### src/rtl/wb_cmd_master.sv
// Single-beat command/response to classic Wishbone read/write bridge for the 8-bit peripheral bus.
// Define WB_CMD_MASTER_TIMEOUT_EN to build the no-ack abort path (TIMEOUT cycles of unanswered strobe).
module wb_cmd_master #(
   parameter int TIMEOUT = 64
) (
   input  logic       clk,
   input  logic       rst,
   input  logic       cmd_valid,
   output logic       cmd_ready,
   input  logic       cmd_we,
   input  logic [7:0] cmd_adr,
   input  logic [7:0] cmd_dat,
   output logic       rsp_valid,
   input  logic       rsp_ready,
   output logic [7:0] rsp_dat,
   output logic       rsp_err,
   output logic [7:0] wb_adr_o,
   output logic [7:0] wb_dat_o,
   input  logic [7:0] wb_dat_i,
   output logic       wb_cyc_o,
   output logic       wb_stb_o,
   output logic       wb_we_o,
   input  logic       wb_ack_i,
   output logic       busy
);

   typedef enum logic [1:0] {
      ST_IDLE = 2'd0,
      ST_BUS  = 2'd1,
      ST_RESP = 2'd2
   } state_t;

   state_t     state_r, state_s;
   logic       cmd_ready_s, rsp_valid_s, rsp_err_s;
   logic       cyc_s, stb_s, we_s, busy_s;
   logic [7:0] rsp_dat_s, adr_s, dat_s;

`ifdef WB_CMD_MASTER_TIMEOUT_EN
   localparam int CNT_W = $clog2(TIMEOUT + 1);
   localparam logic [CNT_W-1:0] CNT_LAST = CNT_W'(TIMEOUT - 1);
   localparam logic [CNT_W-1:0] CNT_MAX  = {CNT_W{1'b1}};
   localparam logic [CNT_W-1:0] CNT_ONE  = CNT_W'(1);

   logic [CNT_W-1:0] cnt_r, cnt_s;
`endif

   // Next-state and next-output decode for the command FSM.
   always_comb begin
      state_s     = state_r;
      cmd_ready_s = cmd_ready;
      rsp_valid_s = rsp_valid;
      rsp_err_s   = rsp_err;
      rsp_dat_s   = rsp_dat;
      adr_s       = wb_adr_o;
      dat_s       = wb_dat_o;
      cyc_s       = wb_cyc_o;
      stb_s       = wb_stb_o;
      we_s        = wb_we_o;
      busy_s      = busy;
`ifdef WB_CMD_MASTER_TIMEOUT_EN
      cnt_s       = cnt_r;
`endif

      case (state_r)
         ST_IDLE: begin
            if (cmd_valid && cmd_ready) begin
               adr_s       = cmd_adr;
               dat_s       = cmd_dat;
               we_s        = cmd_we;
               cyc_s       = 1'b1;
               stb_s       = 1'b1;
               busy_s      = 1'b1;
               cmd_ready_s = 1'b0;
`ifdef WB_CMD_MASTER_TIMEOUT_EN
               cnt_s       = {CNT_W{1'b0}};
`endif
               state_s     = ST_BUS;
            end else begin
               cmd_ready_s = 1'b1;
            end
         end

         ST_BUS: begin
            // Ack is checked first so an ack on the expiry cycle still completes normally.
            if (wb_ack_i) begin
               cyc_s       = 1'b0;
               stb_s       = 1'b0;
               we_s        = 1'b0;
               rsp_dat_s   = wb_we_o ? 8'h00 : wb_dat_i;
               rsp_err_s   = 1'b0;
               rsp_valid_s = 1'b1;
               state_s     = ST_RESP;
            end else begin
`ifdef WB_CMD_MASTER_TIMEOUT_EN
               if (cnt_r == CNT_LAST) begin
                  cyc_s       = 1'b0;
                  stb_s       = 1'b0;
                  we_s        = 1'b0;
                  rsp_dat_s   = 8'h00;
                  rsp_err_s   = 1'b1;
                  rsp_valid_s = 1'b1;
                  state_s     = ST_RESP;
               end else if (cnt_r != CNT_MAX) begin
                  cnt_s = cnt_r + CNT_ONE;
               end else begin
                  cnt_s = cnt_r;
               end
`else
               state_s = ST_BUS;
`endif
            end
         end

         ST_RESP: begin
            if (rsp_valid && rsp_ready) begin
               rsp_valid_s = 1'b0;
               busy_s      = 1'b0;
               cmd_ready_s = 1'b1;
               state_s     = ST_IDLE;
            end else begin
               state_s = ST_RESP;
            end
         end

         default: begin
            cyc_s       = 1'b0;
            stb_s       = 1'b0;
            we_s        = 1'b0;
            rsp_valid_s = 1'b0;
            busy_s      = 1'b0;
            cmd_ready_s = 1'b0;
            state_s     = ST_IDLE;
         end
      endcase
   end

   // State and registered-output update.
   always_ff @(posedge clk or posedge rst) begin
      if (rst) begin
         state_r   <= ST_IDLE;
         cmd_ready <= 1'b0;
         rsp_valid <= 1'b0;
         rsp_err   <= 1'b0;
         rsp_dat   <= 8'h00;
         wb_adr_o  <= 8'h00;
         wb_dat_o  <= 8'h00;
         wb_cyc_o  <= 1'b0;
         wb_stb_o  <= 1'b0;
         wb_we_o   <= 1'b0;
         busy      <= 1'b0;
      end else begin
         state_r   <= state_s;
         cmd_ready <= cmd_ready_s;
         rsp_valid <= rsp_valid_s;
         rsp_err   <= rsp_err_s;
         rsp_dat   <= rsp_dat_s;
         wb_adr_o  <= adr_s;
         wb_dat_o  <= dat_s;
         wb_cyc_o  <= cyc_s;
         wb_stb_o  <= stb_s;
         wb_we_o   <= we_s;
         busy      <= busy_s;
      end
   end

`ifdef WB_CMD_MASTER_TIMEOUT_EN
   // Unacknowledged-strobe cycle counter.
   always_ff @(posedge clk or posedge rst) begin
      if (rst) begin
         cnt_r <= {CNT_W{1'b0}};
      end else begin
         cnt_r <= cnt_s;
      end
   end
`endif

endmodule

### config.mk
export PLATFORM = sky130hd
export DESIGN_NAME = wb_cmd_master
export DESIGN_NICKNAME = d
export VERILOG_FILES = /design/src/rtl/wb_cmd_master.sv
export SDC_FILE = /design/constraint.sdc
export NUM_CORES = 1
export LEC_CHECK = 0
export CAP_MARGIN = 30
export CORE_ASPECT_RATIO = 1.4
export CORE_UTILIZATION = 31
export DETAILED_ROUTE_END_ITERATION = 6
export PLACE_DENSITY = 0.66
export SLEW_MARGIN = 30
export SYNTH_ARGS = -nofsm -noshare
export SYNTH_HDL_FRONTEND = slang
export SYNTH_SLANG_ARGS = --single-unit
### constraint.sdc
create_clock -name clk -period 2.1 [get_ports clk]
set_input_delay 0.42 -clock clk [delete_from_list [all_inputs] [get_ports clk]]
set_output_delay 0.42 -clock clk [all_outputs]
set_load 0.005 [all_outputs]
==> results.ini, run 1 <==
[floorplanning]
core_um2 = 4050
dieWidth_um = 57.6
start_util = 0.331
io_pins = 61
fp-row-count = 27
fp.dieH_um = 79.8
die-area_um2 = 4600

[synth]
synth_area_um2 = 1340
synth_top_area_share = 0.578
ys_ff_latch = 31
async_reset_ff_frac = 1.00
ys.flop_type = dfrtp_1
ys_types = 26
syn-num-nets = 138
avgSynthCellArea_um2 = 12.4
synthCells = 108
yosysMostFrequentCell = dfrtp_1
ys_seq_area_frac = 0.578
synth_edf_count = 0
ys_top_cells_by_count = 31 x dfrtp_1, 12 x nand2_1, 11 x o21ai_0, 9 x mux2_4, 8 x nand2b_1
yosysTopAreaCell = dfrtp_1
yosysWarningCount = 0
yosys-top-cells-area = dfrtp_1 58%, mux2_4 10%, mux2_2 5.9%, o21ai_0 4.1%, nand2b_1 3.7%

[clocking]
cts_sinks = 31
cts_hold_buffers = 0
cts_buffer_depth = 2
cts-root-buf = clkbuf_8
path_clk_slew_ps = 60
h-tree-depth = 2
cts_setup_buffers = 0
cts_tree = yes
clock_latency_ps = 270
cts_resized = 0
numCtsBuffers = 5

[timing]
setup_viol = 0
fmax_mhz = 568
period_share = 0.839
hold_violations = 0
fin_tns_setup_ps = 0
setup_slack_ps = 339
grt_setup_unrepaired = false
slew_violations = 0
fin_worst_skew_ps = 3.03
worst_slew_pin_slew_ps = 516
layout_min_cycle_time_ps = 1760
timing.slew.headroom = 0.655

[min_path]
min_to = rsp_dat[1]
whs_path_depth = 2
min_path_type = flip-flop to flip-flop
min_from = rsp_dat[1]

[drt]
initialDrtViolationCount = 29
drtAntennaViolNets = 0
drc = 4
drt-wirelength-per-cell_um = 13.0
firstDrtPassIters = 7
drt-total-wl_um = 2750
via_per_inst = 4.84
num_vias = 1026

[grt]
grt-ovfl-total = 0
grtUsageTotal = 0.129
grt_pass1_wl_um = 4440
grt_pass1_vias = 964
grt_max_degree = 32
antenna_found_initial = 0

[setup_path]
critPathSlowestCell = clkdlybuf4s50_1
critPathMaxStageDelay_ps = 560
worst-setup-path-type = flip-flop to primary output
cp.required_ps = 1680
rr_worst_depth = 3
start_kind = flip-flop
crit_buf_inv = 1
regToRegStartpoint = state_r[0]
cp_top_family = buffers and inverters
critPathCaptureType = primary output
r2r_slack_ps = 640
cp_cell_sequence = clkdlybuf4s50_1
crit_fanout = 11
r2r-end = rsp_dat[6]
arrival_ps = 1340

[cells_and_area]
final_util = 0.503
fin_nets = 199
drive_gt1_frac = 0.154
area_growth_syn_to_layout_pct = 52.1
diodes = 0

[placement]
dp_hpwl_um = 2000
portBuffers = 59
dp_worst_setup_slack_ps = 252
place.gp.congestion = 0.734

[status]
status = finished with violations
failed_checks = DRC

[power]
leakagePower_nw = 0.891
totalPowerFinal_mw = 2.88
power.density_nw_per_um2 = 1410
ir_worst_vdd_v = 0.000727

[job]
maxCapViolCount = 0

[kinds of logic (layout without fill, tap and decap cells)]
logic type      count (synthesis)  in the layout  share of synthesized area
mux                            16             16                      0.160
compound gates                 20             20                     0.0812
flops                          31             31                      0.578
buf+inv                        10             71                     0.0532
other cells                     1              1                    0.00280
simple gates                   30             30                      0.125
[layout by cell type (no fill, tap or decap), types with 3 or more instances in the layout]
master,Yosys,layout
clkdlybuf4s50_1,0,59
nand2b_1,8,8
nor2_1,3,3
a21oi_1,5,5
inv_1,3,3
nand2_1,12,12
o21ai_0,11,11
mux2_4,9,9
mux2_2,7,7
clkbuf_8,0,6
dfrtp_1,31,31
[area by class of cell]
type | instances | area (um2)
Timing Repair Buffer | 61 | 618
Clock inverter | 1 | 5.00
Tap cell | 43 | 53.8
Fill cell | 378 | 2010
Inverter | 3 | 11.3
Sequential cell | 31 | 776
Clock buffer | 6 | 82.6
Multi-Input combinational cell | 67 | 494
[worst max-delay path by stage]
stage / startpoint / to / depth (start not counted)
floorplan: state_r[1] / wb_adr_o[0] / 4
global placement: cmd_valid / wb_dat_o[7] / 5
detailed placement: cmd_valid / wb_adr_o[3] / 5
CTS: wb_we_o / wb_we_o / 1
global route: wb_we_o / wb_we_o / 1
finish: wb_we_o / wb_we_o / 1
[metrics by stage]
stage / hold slack, ps / cells / cell area, um2
CTS: 492 / 212 / 2040
finish: 481 / 212 / 2040
global placement: 463 / 205 / 1950
floorplan: 473 / 108 / 1340
global route: 521 / 212 / 2040
detailed placement: 478 / 205 / 1950
[sequential cells by signal (all words and copies together), names as in the netlist]
register / cells
rsp_dat: 8
wb_adr_o: 8
wb_dat_o: 8
state_r: 2
busy: 1
cmd_ready: 1
rsp_valid: 1
wb_stb_o: 1
wb_we_o: 1
[power breakdown]
group          internal (mW)  switching (mW)  leakage, nW
sequential             0.901           0.240        0.370
combinational          0.908           0.384        0.473
clock                  0.256           0.195       0.0470
[routing by layer]
| metal | part of all wire | routed length (um) | track usage | up-vias |
|---|---|---|---|---|
| met3 | 0.060 | 164 | 0.0470 | 2 |
| met4 | 0.0029 | 8 | 0.0512 | 0 |
| li1 | - | - | - | 485 |
| met5 | 0 | 0 | 0 | - |
| met2 | 0.53 | 1460 | 0.213 | 44 |
| met1 | 0.41 | 1120 | 0.149 | 495 |
Power figures use the tool's default switching activity.
==> run 2: changes to the inputs <==
--- a/config.mk
+++ b/config.mk
@@ -9,7 +9,7 @@
 export CORE_ASPECT_RATIO = 1.4
 export CORE_UTILIZATION = 31
 export DETAILED_ROUTE_END_ITERATION = 6
-export PLACE_DENSITY = 0.66
+export PLACE_DENSITY = 0.68
 export SLEW_MARGIN = 30
 export SYNTH_ARGS = -nofsm -noshare
 export SYNTH_HDL_FRONTEND = slang
==> constraint.sdc (replaced) <==
create_clock -name clk -period 1.5 [get_ports clk]
set_input_delay 0.3 -clock clk [delete_from_list [all_inputs] [get_ports clk]]
set_output_delay 0.3 -clock clk [all_outputs]
set_load 0.005 [all_outputs]
==> run 2 against run 1 <==
  * The flow still finishes with violations (DRC)
  * Clock power rose by 27%
  * Core utilization rose by 0.93 points
  * Clock-buffer cell count did not move
  * Setup slack got worse by 290 ps
  * Largest power group unchanged
  * Sequential share of layout area fell by 0.69 points
  * Non-clock buffer count rose by 7
  * Wire length rose by 2.4%
  * First-iteration DRC count rose by 10%
  * Global-route usage rose by 0.55 points
  * Clock skew rose by 1.3 ps
==> results.ini, run 2 (synthesis gave the netlist of run 1 again) <==
[floorplanning]
fp.dieH_um = 79.8
io_pins = 61
fp-row-count = 27
start_util = 0.331
dieWidth_um = 57.6
die-area_um2 = 4600
core_um2 = 4050

[clocking]
path_clk_slew_ps = 60
cts_buffer_depth = 2
numCtsBuffers = 5
clock_latency_ps = 270
cts_sinks = 31
cts_resized = 0
cts_tree = yes
cts-root-buf = clkbuf_8
h-tree-depth = 2

[grt]
grt-ovfl-total = 0
grt_max_degree = 32
antenna_found_initial = 0
grtUsageTotal = 0.134
grt_pass1_wl_um = 4690
grt_pass1_vias = 1101

[timing]
fin_worst_skew_ps = 4.30
hold_violations = 0
period_share = 0.968
fmax_mhz = 689
layout_min_cycle_time_ps = 1450
setup_viol = 0
fin_tns_setup_ps = 0
grt_setup_unrepaired = false
slew_violations = 0

[power]
seq_power_share = 0.362
p_switching_mw = 1.17
comb_power_share = 0.499
ir_worst_vdd_v = 0.000908
intPower_mw = 2.94
switching_share = 0.284
clkPwrFrac = 0.139
totalPowerFinal_mw = 4.11
leakagePower_nw = 0.914
power.density_nw_per_um2 = 1980

[cells_and_area]
diodes = 0
nFillCells = 384
multi_input_area_um2 = 494
fin_nets = 206
area_growth_syn_to_layout_pct = 54.9
most-common-layout-cells = 59 x clkdlybuf4s50_1, 31 x dfrtp_1, 12 x nand2_1
final-seq-area_um2 = 776
drive_gt1_frac = 0.177
final_common_cell = clkdlybuf4s50_1
top_regs = rsp_dat (8), wb_adr_o (8), wb_dat_o (8)

[job]
maxCapViolCount = 0

[setup_path]
worst-setup-path-type = flip-flop to primary output
cp_cell_sequence = clkdlybuf4s50_1
cp_top_family = buffers and inverters
crit_fanout = 2
critPathSlowestCell = clkdlybuf4s50_1
arrival_ps = 1150
cp.required_ps = 1200
critPathCaptureType = primary output
critPathMaxStageDelay_ps = 520
start_kind = flip-flop
crit_buf_inv = 1
r2r_slack_ps = 100

[status]
status = finished with violations
failed_checks = DRC

[drt]
firstDrtPassIters = 7
drt-wirelength-per-cell_um = 12.9
num_vias = 1021
drc = 5
via_per_inst = 4.68
drtAntennaViolNets = 0
drt-total-wl_um = 2820
initialDrtViolationCount = 32

[min_path]
min_path_type = input port to async pin

[placement]
dp_hpwl_um = 2050
place.gp.congestion = 0.689
portBuffers = 59

## run 2: cell types whose count changed in the layout (fill, tap and decap cells not counted)
cell	before	now
buf_4	1	8
clkbuf_1	0	1
clkbuf_8	6	5
clkinv_2	1	0
## run 2: cell type report
type                            instances  area share
Clock buffer                            6      0.0349
Inverter                                3     0.00542
Multi-Input combinational cell         67       0.238
Sequential cell                        31       0.373
Tap cell                               43      0.0259
Timing Repair Buffer                   68       0.323
## run 2: worst paths after layout
kind / from / endpoint / cells past startpoint
worst min register to register: rsp_dat[6] / rsp_dat[6] / 2
min in group clk: rsp_dat[6] / rsp_dat[6] / 2
worst min-delay path: rst / wb_dat_o[3] / 3
max in group asynchronous: rst / wb_dat_o[0] / 3
worst max-delay path: cmd_ready / cmd_ready / 1
worst max register to register: cmd_ready / wb_adr_o[4] / 5
## run 2: metal layers
metal	track usage	part of all wire	vias up
met5	0	0	-
met1	0.145	0.40	490
li1	-	-	492
met3	0.0470	0.063	2
met2	0.241	0.53	37
met4	0.0415	0.0050	0
## run 2: stage by stage
stage / setup slack, ps / instances / hold slack, ps / utilization / area, um2
after global placement: -203 / 209 / 462 / 0.489 / 1980
after detailed placement: -246 / 209 / 471 / 0.489 / 1980
final: 48.7 / 218 / 420 / 0.513 / 2080
after global routing: 2.11 / 218 / 438 / 0.513 / 2080
after floorplan: 54.8 / 108 / 404 / - / 1340
after CTS: 17.5 / 217 / 424 / 0.511 / 2070
## run 2: timing repair
item / CTS / global route
gates cloned: 0 / 0
endpoints found under the setup margin: 2 / 2
hold buffers: 0 / 0
hold endpoints to repair: 0 / 0
buffers inserted: 2 / 1
## run 2: power by group through the flow
stage	logic, mW	clock network, mW	registers [mW]
after floorplan	0.923	0	1.54
after global placement	1.94	0	1.52
after detailed placement	2.00	0	1.53
after CTS	2.06	0.594	1.50
after global routing	2.23	0.638	1.56
final	2.05	0.571	1.49
==> run 3: changes to the inputs <==
--- a/config.mk
+++ b/config.mk
@@ -8,8 +8,10 @@
 export CAP_MARGIN = 30
 export CORE_ASPECT_RATIO = 1.4
 export CORE_UTILIZATION = 31
+export CTS_BUF_LIST = sky130_fd_sc_hd__clkbuf_8 sky130_fd_sc_hd__clkbuf_16
 export DETAILED_ROUTE_END_ITERATION = 6
 export PLACE_DENSITY = 0.68
+export SKIP_CTS_REPAIR_TIMING = 1
 export SLEW_MARGIN = 30
 export SYNTH_ARGS = -nofsm -noshare
 export SYNTH_HDL_FRONTEND = slang
==> run 3 against run 2 <==
  * The flow still finishes with violations (DRC)
  * Wire length decreased by 0.60%
  * Power decreased by 0.31%
  * Combinational power about the same
  * Critical path type unchanged
  * Largest power group unchanged
==> results.ini, run 3 (synthesis gave the netlist of run 1 again) <==
[setup_path]
critPathMaxStageDelay_ps = 510
start_kind = flip-flop
r2r_slack_ps = 210
cp_top_family = buffers and inverters
critPathCaptureType = primary output
critPathSlowestCell = clkdlybuf4s50_1
worst-setup-path-type = flip-flop to primary output
crit_buf_inv = 1
crit_fanout = 3
cp.required_ps = 1200
arrival_ps = 1140
cp_cell_sequence = clkdlybuf4s50_1

[power]
totalPowerFinal_mw = 4.10
power.density_nw_per_um2 = 1970
ir_worst_vdd_v = 0.000975
leakagePower_nw = 0.923

[placement]
dp_cells = 209
portBuffers = 59
dp_hpwl_um = 2050
place.gp.congestion = 0.689

[timing]
slew_violations = 0
grt_setup_unrepaired = false
fin_worst_skew_ps = 3.54
hold_violations = 0
period_share = 0.963
setup_viol = 0
fmax_mhz = 692
layout_min_cycle_time_ps = 1440

[floorplanning]
io_pins = 61
start_util = 0.331
die-area_um2 = 4600
dieWidth_um = 57.6
core_um2 = 4050
fp-row-count = 27
fp.dieH_um = 79.8

[clocking]
cts-root-buf = clkbuf_8
cts_sinks = 31
path_clk_slew_ps = 60
cts_buffer_depth = 2
cts_tree = yes
h-tree-depth = 2
clock_latency_ps = 270
numCtsBuffers = 5

[cells_and_area]
top_regs = rsp_dat (8), wb_adr_o (8), wb_dat_o (8)
drive_gt1_frac = 0.183
fin_cells = 218
nFillCells = 381
diodes = 0
most-common-layout-cells = 58 x clkdlybuf4s50_1, 30 x dfrtp_1, 12 x nand2_1
final_common_cell = clkdlybuf4s50_1
area_growth_syn_to_layout_pct = 55.2
fin_nets = 206
multi_input_area_um2 = 494
final-seq-area_um2 = 777

[grt]
grt_pass1_vias = 1077
grt_max_degree = 32
grt_util_met2 = 0.235
grt_pass1_wl_um = 4600
grt_util_met1 = 0.145
grt-ovfl-total = 0
met3_usage = 0.0454
antenna_found_initial = 0
grtUsageTotal = 0.132
grt_busiest_layer = met2

[job]
maxCapViolCount = 0

[drt]
num_vias = 1039
firstDrtPassIters = 6
via_per_inst = 4.77
drt-wirelength-per-cell_um = 12.8
initialDrtViolationCount = 34
drc = 5
drt-total-wl_um = 2800
drtAntennaViolNets = 0

[status]
status = finished with violations
failed_checks = DRC

[min_path]
min_path_type = input port to async pin

-- run 3: cell types whose count changed in the layout (fill, tap and decap cells not counted) --
cell / delta
inv_1: +1
dfrtp_1: -1
clkdlybuf4s50_1: -1
dlymetal6s2s_1: +1
dfrtp_2: +1
clkbuf_1: -1
-- run 3: per-stage QoR --
stage          setup TNS [ps]  hold WS, ps  worst slack (ps)  instance area (um2)   util
4_1_cts                 -64.3          424             -50.0                 2060  0.507
6_report                    0          419              55.3                 2080  0.514
3_5_place_dp            -3480          471              -246                 1980  0.489
2_1_floorplan               0          404              54.8                 1340      -
5_1_grt                     0          436              2.11                 2080  0.514
3_3_place_gp            -2960          462              -203                 1980  0.489
-- run 3: layout make-up --
class / count / area share
Multi-Input combinational cell: 67 / 0.237
Inverter: 3 / 0.00541
Timing Repair Buffer: 68 / 0.323
Tap cell: 43 / 0.0258
Clock buffer: 5 / 0.0331
Sequential cell: 31 / 0.373
Clock inverter: 1 / 0.00180
-- run 3: worst paths after layout --
path / from / endpoint / depth (start not counted)
setup / recovery: busy / busy / 1
max in group asynchronous: rst / cmd_ready / 3
min in group clk: rsp_dat[6] / rsp_dat[6] / 2
setup reg to reg: cmd_ready / wb_adr_o[4] / 4
hold / removal: rst / wb_dat_o[3] / 3
hold reg to reg: rsp_dat[6] / rsp_dat[6] / 2
-- run 3: metal layers --
| metal | up-vias | wire, um |
|---|---|---|
| li1 | 492 | - |
| met1 | 501 | 1090 |
| met2 | 44 | 1520 |
| met5 | - | 0 |
| met4 | 0 | 14 |
| met3 | 2 | 179 |
-- run 3: power breakdown --
group / leakage [nW] / switching (mW) / internal (mW)
clock: 0.0413 / 0.263 / 0.301
sequential: 0.370 / 0.235 / 1.26
combinational: 0.513 / 0.668 / 1.37
total: 0.923 / 1.17 / 2.93
